==> config.mk <==
export PLATFORM = sky130hd
export DESIGN_NAME = alu_6502
export DESIGN_NICKNAME = d
export VERILOG_FILES = /design/src/rtl/alu_6502.sv
export SDC_FILE = /design/constraint.sdc
export NUM_CORES = 1
export LEC_CHECK = 0
export ABC_CLOCK_PERIOD_IN_PS = 4600
export CORE_MARGIN = 1
export CORE_UTILIZATION = 51
export CTS_CLUSTER_SIZE = 8
export DETAILED_ROUTE_END_ITERATION = 10
export PLACE_DENSITY = 0.78
export SYNTH_ARGS = -nofsm -noshare
export SYNTH_HDL_FRONTEND = slang
export SYNTH_SLANG_ARGS = --single-unit
export TNS_END_PERCENT = 30
==> constraint.sdc <==
create_clock -name clk -period 4.6 [get_ports clk]
set_clock_uncertainty 0.15 [all_clocks]
set_input_delay 0.92 -clock clk [delete_from_list [all_inputs] [get_ports clk]]
set_output_delay 0.92 -clock clk [all_outputs]
set_load 0.02 [all_outputs]
==> src/rtl/alu_6502.sv <==
// 6502-style ALU with registered result and processor-status flags.
// One operation is accepted every cycle; result and flags appear one edge later.
// Decimal mode applies only to ADC/SBC and uses a nibble-wise correction.
module alu_6502 (
  input  logic       clk,
  input  logic       reset,
  input  logic [2:0] alu_ctrl,
  input  logic [7:0] alu_AI,
  input  logic [7:0] alu_BI,
  input  logic       alu_carry,
  input  logic       alu_DAA,
  output logic [7:0] alu_Y,
  output logic [7:0] alu_flags
);

  localparam logic [2:0] OP_ADC  = 3'b000;
  localparam logic [2:0] OP_SBC  = 3'b001;
  localparam logic [2:0] OP_AND  = 3'b010;
  localparam logic [2:0] OP_ORA  = 3'b011;
  localparam logic [2:0] OP_EOR  = 3'b100;
  localparam logic [2:0] OP_SHL  = 3'b101;
  localparam logic [2:0] OP_SHR  = 3'b110;
  localparam logic [2:0] OP_PASS = 3'b111;

  logic [7:0] y_d, y_q;
  logic [7:0] flags_d, flags_q;

  logic [8:0] bin_add, bin_sub;
  logic       v_add, v_sub;

  logic [4:0] dadd_lo, dadd_hi;
  logic       dadd_lc, dadd_c;
  logic [3:0] dadd_lo_nib, dadd_hi_nib;

  logic [4:0] dsub_lo, dsub_hi;
  logic       dsub_lb, dsub_hb;
  logic [3:0] dsub_lo_nib, dsub_hi_nib;

  logic       c_d, v_d;

  // Binary and decimal adder/subtractor paths, plus the overflow terms shared by both modes.
  always_comb begin
    bin_add = {1'b0, alu_AI} + {1'b0, alu_BI} + {8'b0, alu_carry};
    bin_sub = {1'b0, alu_AI} + {1'b0, ~alu_BI} + {8'b0, alu_carry};
    v_add   = (alu_AI[7] == alu_BI[7]) && (bin_add[7] != alu_AI[7]);
    v_sub   = (alu_AI[7] != alu_BI[7]) && (bin_sub[7] != alu_AI[7]);

    // Decimal add: each nibble above 9 is bumped by 6 and carries into the next.
    dadd_lo     = {1'b0, alu_AI[3:0]} + {1'b0, alu_BI[3:0]} + {4'b0, alu_carry};
    dadd_lc     = (dadd_lo > 5'd9);
    dadd_lo_nib = dadd_lc ? (dadd_lo[3:0] + 4'd6) : dadd_lo[3:0];
    dadd_hi     = {1'b0, alu_AI[7:4]} + {1'b0, alu_BI[7:4]} + {4'b0, dadd_lc};
    dadd_c      = (dadd_hi > 5'd9);
    dadd_hi_nib = dadd_c ? (dadd_hi[3:0] + 4'd6) : dadd_hi[3:0];

    // Decimal subtract: a negative nibble (bit 4 set) is pulled down by 6 and borrows.
    dsub_lo     = {1'b0, alu_AI[3:0]} - {1'b0, alu_BI[3:0]} - {4'b0, ~alu_carry};
    dsub_lb     = dsub_lo[4];
    dsub_lo_nib = dsub_lb ? (dsub_lo[3:0] - 4'd6) : dsub_lo[3:0];
    dsub_hi     = {1'b0, alu_AI[7:4]} - {1'b0, alu_BI[7:4]} - {4'b0, dsub_lb};
    dsub_hb     = dsub_hi[4];
    dsub_hi_nib = dsub_hb ? (dsub_hi[3:0] - 4'd6) : dsub_hi[3:0];
  end

  // Operation select: result, carry and overflow; N/Z and the fixed bits are derived afterwards.
  always_comb begin
    y_d = alu_BI;
    c_d = alu_carry;
    v_d = 1'b0;
    case (alu_ctrl)
      OP_ADC: begin
        y_d = alu_DAA ? {dadd_hi_nib, dadd_lo_nib} : bin_add[7:0];
        c_d = alu_DAA ? dadd_c : bin_add[8];
        v_d = v_add;
      end
      OP_SBC: begin
        y_d = alu_DAA ? {dsub_hi_nib, dsub_lo_nib} : bin_sub[7:0];
        c_d = alu_DAA ? ~dsub_hb : bin_sub[8];
        v_d = v_sub;
      end
      OP_AND:  y_d = alu_AI & alu_BI;
      OP_ORA:  y_d = alu_AI | alu_BI;
      OP_EOR:  y_d = alu_AI ^ alu_BI;
      OP_SHL: begin
        y_d = {alu_AI[6:0], alu_carry};
        c_d = alu_AI[7];
      end
      OP_SHR: begin
        y_d = {alu_carry, alu_AI[7:1]};
        c_d = alu_AI[0];
      end
      OP_PASS: y_d = alu_BI;
      default: y_d = alu_BI;
    endcase
    flags_d = {y_d[7], v_d, 1'b1, 1'b0, alu_DAA, 1'b0, (y_d == 8'h00), c_d};
  end

  // Output registers; reset clears the result and leaves only the always-one status bit.
  always_ff @(posedge clk) begin
    if (reset) begin
      y_q     <= 8'h00;
      flags_q <= 8'h20;
    end else begin
      y_q     <= y_d;
      flags_q <= flags_d;
    end
  end

  assign alu_Y     = y_q;
  assign alu_flags = flags_q;

endmodule

# Word level (Yosys, flattened, before mapping)
# Index checks and enable logic that the tools add are counted.
[word_totals]
regBits = 16
latch_bits = 0
ramBits = 0
rom_bits = 0
in_bits = 23
wordCells = 53
mem_count = 0
[op_classes]
addsub = 16
mul = 0
n_div = 0
order_cmp = 2
n_eq_ne = 11
n_shift = 0
n_mux = 11
n_bitwise = 6
reduce_logical = 4
[ops]
columns = ["op", "count"]
rows = [
  ["$pmux W8 S8", 1],
  ["$add A8 B8 Y9", 2],
  ["$add A9 B1 Y9", 2],
  ["$mux W4", 4],
  ["$mux W8", 2],
  ["$eq A3 B3 Y1 const B", 4],
  ["$add A4 B4 Y5", 2],
  ["$add A5 B1 Y5", 2],
  ["$gt A5 B4 Y1 const B", 2],
  ["$sub A4 B4 Y5", 2],
  ["$sub A5 B1 Y5", 2],
  ["$add A4 B3 Y4 const B", 2],
  ["$and A8 B8 Y8", 1],
  ["$logic_not A8 Y1", 1],
  ["$not A8 Y8", 1],
  ["$or A8 B8 Y8", 1],
  ["$sub A4 B3 Y4 const B", 2],
  ["$xor A8 B8 Y8", 1],
  ["$eq A3 B2 Y1 const B", 2],
  ["$pmux W1 S4", 1],
  ["$eq A3 B1 Y1 const B", 1],
  ["$logic_not A3 Y1", 1],
  ["$ne A1 B1 Y1", 3],
  ["$logic_and A1 B1 Y1", 2],
  ["other kinds (4)", 6],
]

# Depth between registers and ports, before layout
[depth]
depth_word = 9
mapped_depth = 19
depth_no_buf = 19

# Worst setup path after synthesis
# OpenSTA, ideal clock, no wires.
[synth_path]
path_kind = "input to register"
start = "input alu_AI[0]"
end = "register flags_q[1] (netlist: alu_flags[1])"
setup_ps = 87
t_arrival_ps = 4678
t_required_ps = 4363
path_slack_ps = -316
path_stages = 18
path_buffers = 0
cell_sequence = "inv_1 -> fa_1 -> inv_1 -> fa_1 -> xnor2_1 -> ha_1 -> a22o_1 -> o31ai_4 -> fa_1 -> fa_1 -> xnor2_1 -> ha_1 -> nand2b_1 -> nand4_1 -> a21boi_1 -> a311oi_1 -> o31a_1 -> nor4b_2"
[synth_via]
elab_chain_cells = 9
word_cells_on_any_way = 27
[synth_rtl]
columns = ["item", "line", "source"]
rows = [
  ["start, declared", "8", "input logic [7:0] alu_AI,"],
  ["$add A4 B4 Y5", "49", "dadd_lo = {1'b0, alu_AI[3:0]} + {1'b0, alu_BI[3:0]} + {4'b0, alu_carry};"],
  ["$add A5 B1 Y5", "49", ""],
  ["$gt A5 B4 Y1", "50", "dadd_lc = (dadd_lo > 5'd9);"],
  ["$add A5 B1 Y5", "52", "dadd_hi = {1'b0, alu_AI[7:4]} + {1'b0, alu_BI[7:4]} + {4'b0, dadd_lc};"],
  ["$add A4 B3 Y4 or $gt A5 B4 Y1 (tied branches)", "54, 53", ""],
  ["$mux W4", "54", "dadd_hi_nib = dadd_c ? (dadd_hi[3:0] + 4'd6) : dadd_hi[3:0];"],
  ["$mux W8", "72", "y_d = alu_DAA ? {dadd_hi_nib, dadd_lo_nib} : bin_add[7:0];"],
  ["$pmux W8 S8 (*)", "70", "case (alu_ctrl)"],
  ["$logic_not A8 Y1 (*)", "95", "flags_d = {y_d[7], v_d, 1'b1, 1'b0, alu_DAA, 1'b0, (y_d == 8'h00), c_d};"],
  ["end signal, assigned", "105", "flags_q <= flags_d;"],
  ["end, declared", "26", "logic [7:0] flags_d, flags_q;"],
]
# Every way passes the cells marked *; elsewhere a longest branch is shown, timed or not.
# A chain may end at the register's enable or synchronous reset.

# Worst setup path after layout
# Ends and elaborated chain as after synthesis.

==> impl_metrics.env <==
export IMPL_total_power_uw=869
export IMPL_synthTopCellsByCount="ha_1, inv_1, nor2_1, nand2_1, a21oi_1"
export IMPL_rsz0062_at_grt="true"
export IMPL_hold_ws_ns=1.10
export IMPL_ant_nets=0
export IMPL_grt_start_max_net_pins=30
export IMPL_dieArea_um2=5710
export IMPL_crit_required_ns=4.59
export IMPL_post_route_min_period_ns=4.81
export IMPL_drc=0
export IMPL_cts_sink_count=12
export IMPL_cp_end_kind="flop"
export IMPL_ir_drop_mv=0.159
export IMPL_crit_type="in2reg"
export IMPL_initialDrtViolationCount=275
export IMPL_p_leak_nw=1.71
export IMPL_wl_met3_um=812
export IMPL_antenna_found_initial=0
export IMPL_synth_most_common_cell="ha_1"
export IMPL_core_area_um2=5170
export IMPL_place_gp_congestion=0.958
export IMPL_cts_buffers=3
export IMPL_io_pins=39
export IMPL_synth_warnings=0
export IMPL_path_clk_slew_ns=0.05
export IMPL_hp_class="in2reg"
export IMPL_finalWorstSetupSlack_ns=-0.210
export IMPL_worstPathArrival_ns=4.80
export IMPL_dr_max_layer_used="met4"
export IMPL_worstPathMaxFanout=3
export IMPL_netlist_area_um2=2760
export IMPL_synth_cells=354
export IMPL_yosys_area_top_type_share=0.181
export IMPL_portBuffers=35
export IMPL_h_tree_depth=1
export IMPL_final_area_um2=3860
export IMPL_synth_flop_cell="dfxtp_1"
export IMPL_seqCellArea_um2=240
export IMPL_cts_tree="yes"
export IMPL_fmax_mhz=208
export IMPL_status="complete, but fails checks"
export IMPL_final_setup_tns_ns=-0.670
export IMPL_fillers=387
export IMPL_multiInputGateArea_um2=2450
export IMPL_slew_headroom=0.456
export IMPL_fin_crit_sh=1.05
export IMPL_dr_pass1_iters=7
export IMPL_clockBufferDepth=2
export IMPL_netlist_top_cells_area="ha_1, dfxtp_1, fa_1, xnor2_1, inv_1"
export IMPL_synth_cell_type_count=65
export IMPL_setup_viol=5
export IMPL_timing_hold_violations_final=0
export IMPL_num_rows=26
export IMPL_die_w_um=75.6
export IMPL_ys_seq_area_frac=0.0870
export IMPL_drv_cap=0
export IMPL_slew_viol_final=0
export IMPL_worst_pin_slew_ns=0.813
export IMPL_syn_to_final_growth_pct=40.0
export IMPL_start_util=0.534
export IMPL_wl_per_cell_um=18.8
export IMPL_min_path_cells=5
export IMPL_hpwl_um=6930
export IMPL_postSynthAreaPerCell_um2=7.80
export IMPL_via_per_inst=6.17
export IMPL_placed_area_um2=3530
export IMPL_wl_met2_um=4590
export IMPL_start_kind="primary input"
export IMPL_ys_seq_elements=12
export IMPL_async_flop_share=0
export IMPL_grt_pass1_wl_um=15000
export IMPL_fin_nets=520
export IMPL_drive_gt1_frac=0.286
export IMPL_grt_use_total=0.351
export IMPL_grt_pass1_vias=2988
export IMPL_dieHeight_um=75.6
export IMPL_routed_wl_um=9740
export IMPL_vias=3192
export IMPL_violations="setup timing"
export IMPL_drt_met1_wl_um=3910
export IMPL_root_buffer="clkbuf_8"
export IMPL_grt_overflow_total=0
export IMPL_synth_edf_count=0
export IMPL_power_density_nw_per_um2=225
export IMPL_synth_area_leader_cell="ha_1"
export IMPL_diodes=0
per-layer routing:
| metal | vias up | global-route usage |
|---|---|---|
| met3 | 53 | 0.0728 |
| met2 | 199 | 0.596 |
| li1 | 1448 | - |
| met4 | 0 | 0.148 |
| met1 | 1492 | 0.431 |
| met5 | - | 0 |
layout by cell type (no fill, tap or decap), drive strengths merged, types with 4 or more instances in the layout:
cell type / count
o22ai: 5
o21a: 4
xor2: 5
a21oi: 19
a211oi: 6
o21bai: 4
nor3: 8
clkbuf: 4
a31oi: 7
nand3: 10
o221ai: 4
clkdlybuf4s50: 30
ha: 40
xnor2: 15
buf: 75
nand4: 4
nor2: 29
inv: 33
nand2: 19
mux2i: 11
nor2b: 8
fa: 9
o211ai: 4
nand2b: 7
o21ai: 18
dfxtp: 12
metrics by stage:
step           instances  setup WS [ns]  utilization
2_1_floorplan        355       0.000581            -
3_3_place_gp         491         -0.695        0.683
3_5_place_dp         491         -0.891        0.683
4_1_cts              514         -0.192        0.738
5_1_grt              517         -0.313        0.747
6_report             517         -0.210        0.747
worst max-delay path, stage by stage:
cell	delay [ns]
buf_8	0.08
clkinvlp_4	0.08
fa_2	0.35
inv_2	0.09
fa_2	0.48
inv_4	0.11
ha_4	0.14
a22o_1	0.18
o31ai_4	0.08
fa_2	0.41
fa_2	0.43
xnor2_4	0.17
ha_4	0.20
nand2b_4	0.07
nand4_1	0.15
a21boi_1	0.22
a311oi_2	0.08
o31a_1	0.29
nor4b_2	0.25
state kept, by name, indices dropped and copies added (netlist names):
register	flops
alu_Y	8
alu_flags	4
timing repair:
action                     CTS  global route
pin swaps                   14            18
hold buffers                 0             0
gates cloned                 0             0
resized for setup           33             8
setup endpoints to repair    5             6
setup buffers               19             4
power by group:
group	total, mW	internal [mW]	leakage [nW]	switching (mW)
Combinational	0.640	0.309	1.58	0.330
Clock	0.113	0.0755	0.0288	0.0379
Sequential	0.116	0.113	0.0993	0.00242
worst paths after layout:
kind              startpoint  slack (ns)                       to
setup / recovery   alu_AI[0]       -0.21  alu_flags[1]$_SDFF_PP0_
hold / removal     alu_carry        1.10  alu_flags[0]$_SDFF_PP0_
kinds of logic (layout without fill, tap and decap cells):
group,after synthesis,in the layout,share of synthesized area
and+or+nand+nor,105,105,0.202
other,2,3,0.00272
muxes,13,13,0.0562
xor gates and xnor gates,20,20,0.0634
AOI/OAI and AO/OA,99,99,0.256
DFF,12,12,0.0870
adders and majority gates,49,49,0.246
buffers and inverters,54,146,0.0865
area by class of cell:
class / count / share of cell area
Clock buffer: 4 / 0.0142
Tap cell: 70 / 0.0227
Timing Repair Buffer: 107 / 0.230
Multi-Input combinational cell: 289 / 0.635
Sequential cell: 12 / 0.0622
Inverter: 35 / 0.0356
Note: power is estimated with default switching activity, not from simulation.
